<file path="src/rtl/regfile_wb_arbiter.sv">
// Writeback arbiter: two one-entry holding registers share one register
// file write port, with a pending-write scoreboard for hazard queries.
module regfile_wb_arbiter (
    input  logic        clk,
    input  logic        rst,
    input  logic        a_valid,
    output logic        a_ready,
    input  logic [4:0]  a_rd,
    input  logic [31:0] a_data,
    input  logic        b_valid,
    output logic        b_ready,
    input  logic [4:0]  b_rd,
    input  logic [31:0] b_data,
    output logic        rf_we,
    output logic [4:0]  rf_rd,
    output logic [31:0] rf_rd_data,
    input  logic        claim_valid,
    input  logic [4:0]  claim_rd,
    input  logic [4:0]  rs1,
    input  logic [4:0]  rs2,
    output logic        rs1_busy,
    output logic        rs2_busy,
    output logic        idle
);

    logic        a_full;
    logic [4:0]  a_rd_q;
    logic [31:0] a_data_q;
    logic        b_full;
    logic [4:0]  b_rd_q;
    logic [31:0] b_data_q;
    logic        last_b;
    logic        grant_a;
    logic        grant_b;
    logic [31:0] busy_q;
    logic [31:0] busy_d;

    // last_b set means B won last, so A takes the next conflict
    assign grant_a = a_full && (!b_full || last_b);
    assign grant_b = b_full && (!a_full || !last_b);

    assign a_ready = !a_full || grant_a;
    assign b_ready = !b_full || grant_b;

    always_comb begin
        rf_we      = 1'b0;
        rf_rd      = 5'd0;
        rf_rd_data = 32'd0;
        unique case (1'b1)
            grant_a: begin
                rf_we      = 1'b1;
                rf_rd      = a_rd_q;
                rf_rd_data = a_data_q;
            end
            grant_b: begin
                rf_we      = 1'b1;
                rf_rd      = b_rd_q;
                rf_rd_data = b_data_q;
            end
            default: ;
        endcase
    end

    // claim applied after clear so a same-edge claim wins
    always_comb begin
        busy_d = busy_q;
        if (rf_we)
            busy_d[rf_rd] = 1'b0;
        if (claim_valid)
            busy_d[claim_rd] = 1'b1;
        busy_d[0] = 1'b0;
    end

    always_ff @(posedge clk or negedge rst) begin
        if (!rst) begin
            a_full   <= 1'b0;
            a_rd_q   <= 5'd0;
            a_data_q <= 32'd0;
            b_full   <= 1'b0;
            b_rd_q   <= 5'd0;
            b_data_q <= 32'd0;
            last_b   <= 1'b1;
            busy_q   <= 32'd0;
        end else begin
            busy_q <= busy_d;
            if (grant_a)
                last_b <= 1'b0;
            else if (grant_b)
                last_b <= 1'b1;
            if (a_valid && a_ready) begin
                a_full   <= (a_rd != 5'd0);
                a_rd_q   <= a_rd;
                a_data_q <= a_data;
            end else if (grant_a) begin
                a_full <= 1'b0;
            end
            if (b_valid && b_ready) begin
                b_full   <= (b_rd != 5'd0);
                b_rd_q   <= b_rd;
                b_data_q <= b_data;
            end else if (grant_b) begin
                b_full <= 1'b0;
            end
        end
    end

    assign rs1_busy = busy_q[rs1];
    assign rs2_busy = busy_q[rs2];
    assign idle     = !a_full && !b_full && (busy_q == 32'd0);

endmodule
</file>
<file path="config.mk">
export PLATFORM = sky130hd
export DESIGN_NAME = regfile_wb_arbiter
export DESIGN_NICKNAME = d
export VERILOG_FILES = /design/src/rtl/regfile_wb_arbiter.sv
export SDC_FILE = /design/constraint.sdc
export NUM_CORES = 1
export LEC_CHECK = 0
export ABC_CLOCK_PERIOD_IN_PS = 2230
export CORE_MARGIN = 3
export CORE_UTILIZATION = 50
export DETAILED_ROUTE_END_ITERATION = 10
export MAX_ROUTING_LAYER = met4
export PLACE_DENSITY_LB_ADDON = 0.2
export SLEW_MARGIN = 20
export SYNTH_ARGS = -nofsm -noshare
export SYNTH_HDL_FRONTEND = slang
export SYNTH_SLANG_ARGS = --single-unit
export TNS_END_PERCENT = 100
</file>
<file path="constraint.sdc">
create_clock -name clk -period 2.23 [get_ports clk]
set_clock_uncertainty 0.15 [all_clocks]
set_input_delay 0.446 -clock clk [delete_from_list [all_inputs] [get_ports clk]]
set_output_delay 0.446 -clock clk [all_outputs]
set_load 0.01 [all_outputs]
</file>
**Yosys cells after proc, flatten, opt, wreduce, memory -nomap -nowiden**

Cells that the tools add are included.

- Register bits after elaboration: 108
- Input port bits: 94
- Output and inout port bits: 43
- Logic and storage cells: 58

- Order comparisons: 6
- Multiplexer cells: 19
- Bitwise operators: 3
- Reductions and logical operators: 22

Operators with widths:

| operator | count |
|---|---|
| two-way mux 32 bit | 2 |
| one-hot mux 32 bit (2 select lines) | 1 |
| bitwise AND 32 bit | 1 |
| logical NOT 32 bit | 1 |
| NOT 32 bit | 1 |
| bitwise OR 32 bit | 1 |
| less-than comparator 5 x 6 -> 1 bit, second input constant | 4 |
| two-way mux 1 bit | 11 |
| binary-select mux 1 bit (select 5 bit) | 2 |
| demux 1 bit (select 5 bit) | 2 |
| >= comparator 5 x 1 -> 1 bit, second input constant | 2 |
| one-hot mux 5 bit (2 select lines) | 1 |
| nonzero test 5 bit | 2 |
| logical AND 1 bit | 8 |
| nonzero test 2 bit | 3 |
| logical OR 1 bit | 4 |
| logical NOT 1 bit | 3 |
| OR reduction 2 bit | 1 |

**Longest topological paths before layout**

- Depth after elaboration: 13
- Gate-level depth with buffers: 7
- Mapped depth without buffers: 5

**Worst setup path after synthesis**

Ideal clock, no wire load.

- Path kind: input -> output
- Start: in rs1[1]
- End: out rs1_busy
- Data arrival time: 1.648 ns
- Data required time: 1.634 ns
- Setup slack: -0.014 ns
- Stages: 5
- Buffers on the path: 1
- Cells stage by stage: buf_2 > mux4_2 > and3_1 > o21ai_0 > nand4_1

- Word-level cells in the longest chain between the ends: 2

Ends and longest elaborated chain:

| what | RTL line | RTL |
|---|---|---|
| start: declaration | 19 | `input logic [4:0] rs1,` |
| binary-select mux 1 bit (select 5 bit) | 107 | `assign rs1_busy = busy_q[rs1];` |
| two-way mux 1 bit (implied by the code) | 107 |  |
| end: declaration | 21 | `output logic rs1_busy,` |

No other way between the ends. The select of a mux whose other input is x is not followed.

**Worst setup path in the final report**

- Start: reg busy_q[31]
- End: out idle

- Word-level cells in the longest chain between the ends: 2

Ends and longest elaborated chain:

| what | RTL line | RTL |
|---|---|---|
| start: declaration | 35 | `logic [31:0] busy_q;` |
| start signal: assignment | 85 | `busy_q <= busy_d;` |
| logical NOT 32 bit | 109 | `assign idle = !a_full && !b_full && (busy_q == 32'd0);` |
| logical AND 1 bit | 109 |  |
| end: declaration | 23 | `output logic idle` |

No other way between the ends.

==> results.json <==
{
  "status": "complete, but fails checks",
  "violations": "negative setup slack",
  "finalCriticalPeriod_ns": 2.52,
  "dr.pass1.iters": 5,
  "synth_top_area_share_pct": 48.4,
  "yosysSeqAreaShare_pct": 48.9,
  "slew_violations": 0,
  "synthTopCellsByCount": "dfrtp_1 (107), mux2_2 (75), a22o_1 (37), nand2_1 (36), o21ai_0 (32)",
  "drtIter0Drc": 393,
  "p_leak_nw": 3.67,
  "critPathRequiredTime_ns": 1.63,
  "fin_ws_ns": -0.290,
  "htreeDepth": 3,
  "num_vias": 5113,
  "rsz0062_at_grt": "true",
  "synthCells": 472,
  "fill_cells": 659,
  "end_kind": "output pin",
  "crit_type": "flop to output pin",
  "placedCellCount": 799,
  "start_util_pct": 52.4,
  "core-area_um2": 10600,
  "rows": 37,
  "vias_per_cell": 5.96,
  "slew_headroom_pct": 64.1,
  "grt_antenna_before_repair": 0,
  "synthTopCellsByArea": "dfrtp_1 (48%), mux2_2 (15%), a22o_1 (5.9%), mux4_2 (5.3%), o211ai_1 (4.1%)",
  "avgSynthCellArea_um2": 11.7,
  "ant_nets": 0,
  "drv_cap": 0,
  "grt_overflow_total": 0,
  "wire_per_inst_um": 21.3,
  "hold_path.class": "primary input to asynchronous set/reset pin",
  "hold_viol": 0,
  "grt_pass1_vias": 5462,
  "fmax_mhz": 397,
  "numCtsBuffers": 9,
  "post-dp-hpwl_um": 11800,
  "drive_gt1_share_pct": 41.8,
  "max-clock-path-buffers": 2,
  "worstRegToRegCells": 10,
  "grt_pass1_wl_um": 29300,
  "finish.net_count": 811,
  "clock_sinks": 108,
  "timing.rr.start": "a_full",
  "cp.arrival_ns": 1.92,
  "layoutNonFillerInstCount": 858,
  "start_kind": "flop",
  "cts_root_buf": "clkbuf_8",
  "setup_viol": 43,
  "reg2reg_to": "busy_q[4]",
  "ir_worst_vdd_mv": 0.523,
  "synth.net_count": 566,
  "ys_types": 43,
  "die_h_um": 111,
  "yosys.area.top_type": "dfrtp_1",
  "netlist_area_um2": 5530,
  "synth-seq-cells": 108,
  "diodes": 0,
  "area_growth_pct": 50.7,
  "worst_slew_pin_slew_ns": 0.537,
  "synth_flop_cell": "dfrtp_1",
  "cts_tree": "done",
  "cts.clk_slew.worst_paths_ns": 0.11,
  "yosysMostFrequentCell": "dfrtp_1",
  "min_period_over_period_pct": 113,
  "grt_usage_pct": 30.6,
  "drc": 0,
  "ys_warn_count": 0,
  "r2r_slack_ns": -0.13,
  "hold_ws_ns": 0.348,
  "gp_congestion": 1.00,
  "place_ws_ns": -0.890,
  "grt_max_degree": 61,
  "cp_max_fo": 4,
  "synth_async_sr_flop_share_pct": 100,
  "io_pins": 137,
  "fp.dieW_um": 111,
  "routed_wl_um": 18300,
  "clkLatencyLatePin_ns": 0.39,
  "p_per_area_nw_per_um2": 1010,
  "dieArea_um2": 12400,
  "port_buffers": 136,
  "synth_edf_count": 0
}
==> critical path, stage by stage, from the launching register on <==
cell	delay [ns]
dfrtp_2	0.44
buf_6	0.13
nor4_4	0.29
nand4_1	0.15
nor4_2	0.33
buf_2	0.19
==> cells in the final DEF, fill, tap and decap left out, types with 7 or more instances in the layout <==
master | netlist | routed
nand2_1 | 36 | 35
clkbuf_8 | 0 | 10
dfrtp_1 | 107 | 102
nor2_1 | 7 | 7
inv_1 | 31 | 31
mux4_2 | 13 | 13
clkdlybuf4s50_1 | 0 | 86
a22o_1 | 37 | 37
buf_12 | 0 | 13
o21ai_0 | 32 | 26
buf_4 | 0 | 86
mux2_2 | 75 | 75
buf_6 | 1 | 32
buf_2 | 12 | 31
o211ai_1 | 30 | 30
==> metal layers <==
layer | vias to the layer above | routed length (um) | global-route usage (%)
li1 | 2261 | - | -
met2 | 251 | 9360 | 49.5
met1 | 2557 | 7330 | 38.8
met5 | - | 0 | -
met3 | 44 | 1110 | 5.57
met4 | 0 | 491 | 11.1
==> worst max path at each step <==
stage,start,end,cells after the start,slack (ns)
finish,busy_q[31],idle,5,-0.29
global route,busy_q[6],rs2_busy,6,-0.37
CTS,busy_q[6],rs2_busy,6,-0.34
detailed placement,rs1[1],rs1_busy,7,-0.89
global placement,rs1[1],rs1_busy,7,-0.87
floorplan,rs2[1],rs2_busy,5,0.03
==> power breakdown <==
| group | switching [mW] | total (mW) | internal [mW] |
|---|---|---|---|
| clock | 0.742 | 1.31 | 0.572 |
| combinational | 1.84 | 4.20 | 2.36 |
| sequential | 0.415 | 2.87 | 2.45 |
| total | 3.00 | 8.38 | 5.38 |
==> registers in the layout, indices dropped and copies added, names as in the netlist <==
signal	cells
b_data_q	32
a_rd_q	5
b_rd_q	5
busy_q	31
a_full	1
a_data_q	32
last_b	1
b_full	1
==> cell type report <==
type                            instances  area (um2)  share of cell area (%)
Sequential cell                       108        2710                    32.5
Timing Repair Buffer                  261        2430                    29.2
Inverter                               34         130                    1.56
Clock inverter                          6        81.3                   0.976
Clock buffer                           10         138                    1.65
Tap cell                              136         170                    2.04
Multi-Input combinational cell        303        2680                    32.1
==> cell families after synthesis <==
kind of cell	count (synthesis)	share of synthesized area, %
and+or+nand+nor	91	8.96
buffers and inverters	61	4.59
muxes	92	21.3
DFF	108	48.9
AOI/OAI and AO/OA	120	16.3
==> repair_timing <==
| action | 4_1_cts | 5_1_grt |
|---|---|---|
| pin swaps | 24 | 29 |
| endpoints found under the setup margin | 43 | 53 |
| cloned | 8 | 0 |
| hold buffers | 1 | 0 |
| setup buffers | 22 | 20 |
| gates resized for setup | 215 | 41 |
| hold endpoints to repair | 25 | 0 |
==> per-stage QoR <==
step / total power, mW / cell area [um2] / util (%) / TNS, ns
after floorplan: 4.50 / 5530 / - / 0
after global placement: 6.25 / 7630 / 72.3 / -5.55
after detailed placement: 6.35 / 7630 / 72.3 / -5.50
after CTS: 8.05 / 8190 / 77.6 / -6.55
after global routing: 8.82 / 8340 / 79.0 / -9.83
final: 8.38 / 8340 / 79.0 / -7.57
(Power assumes the default switching activity.)
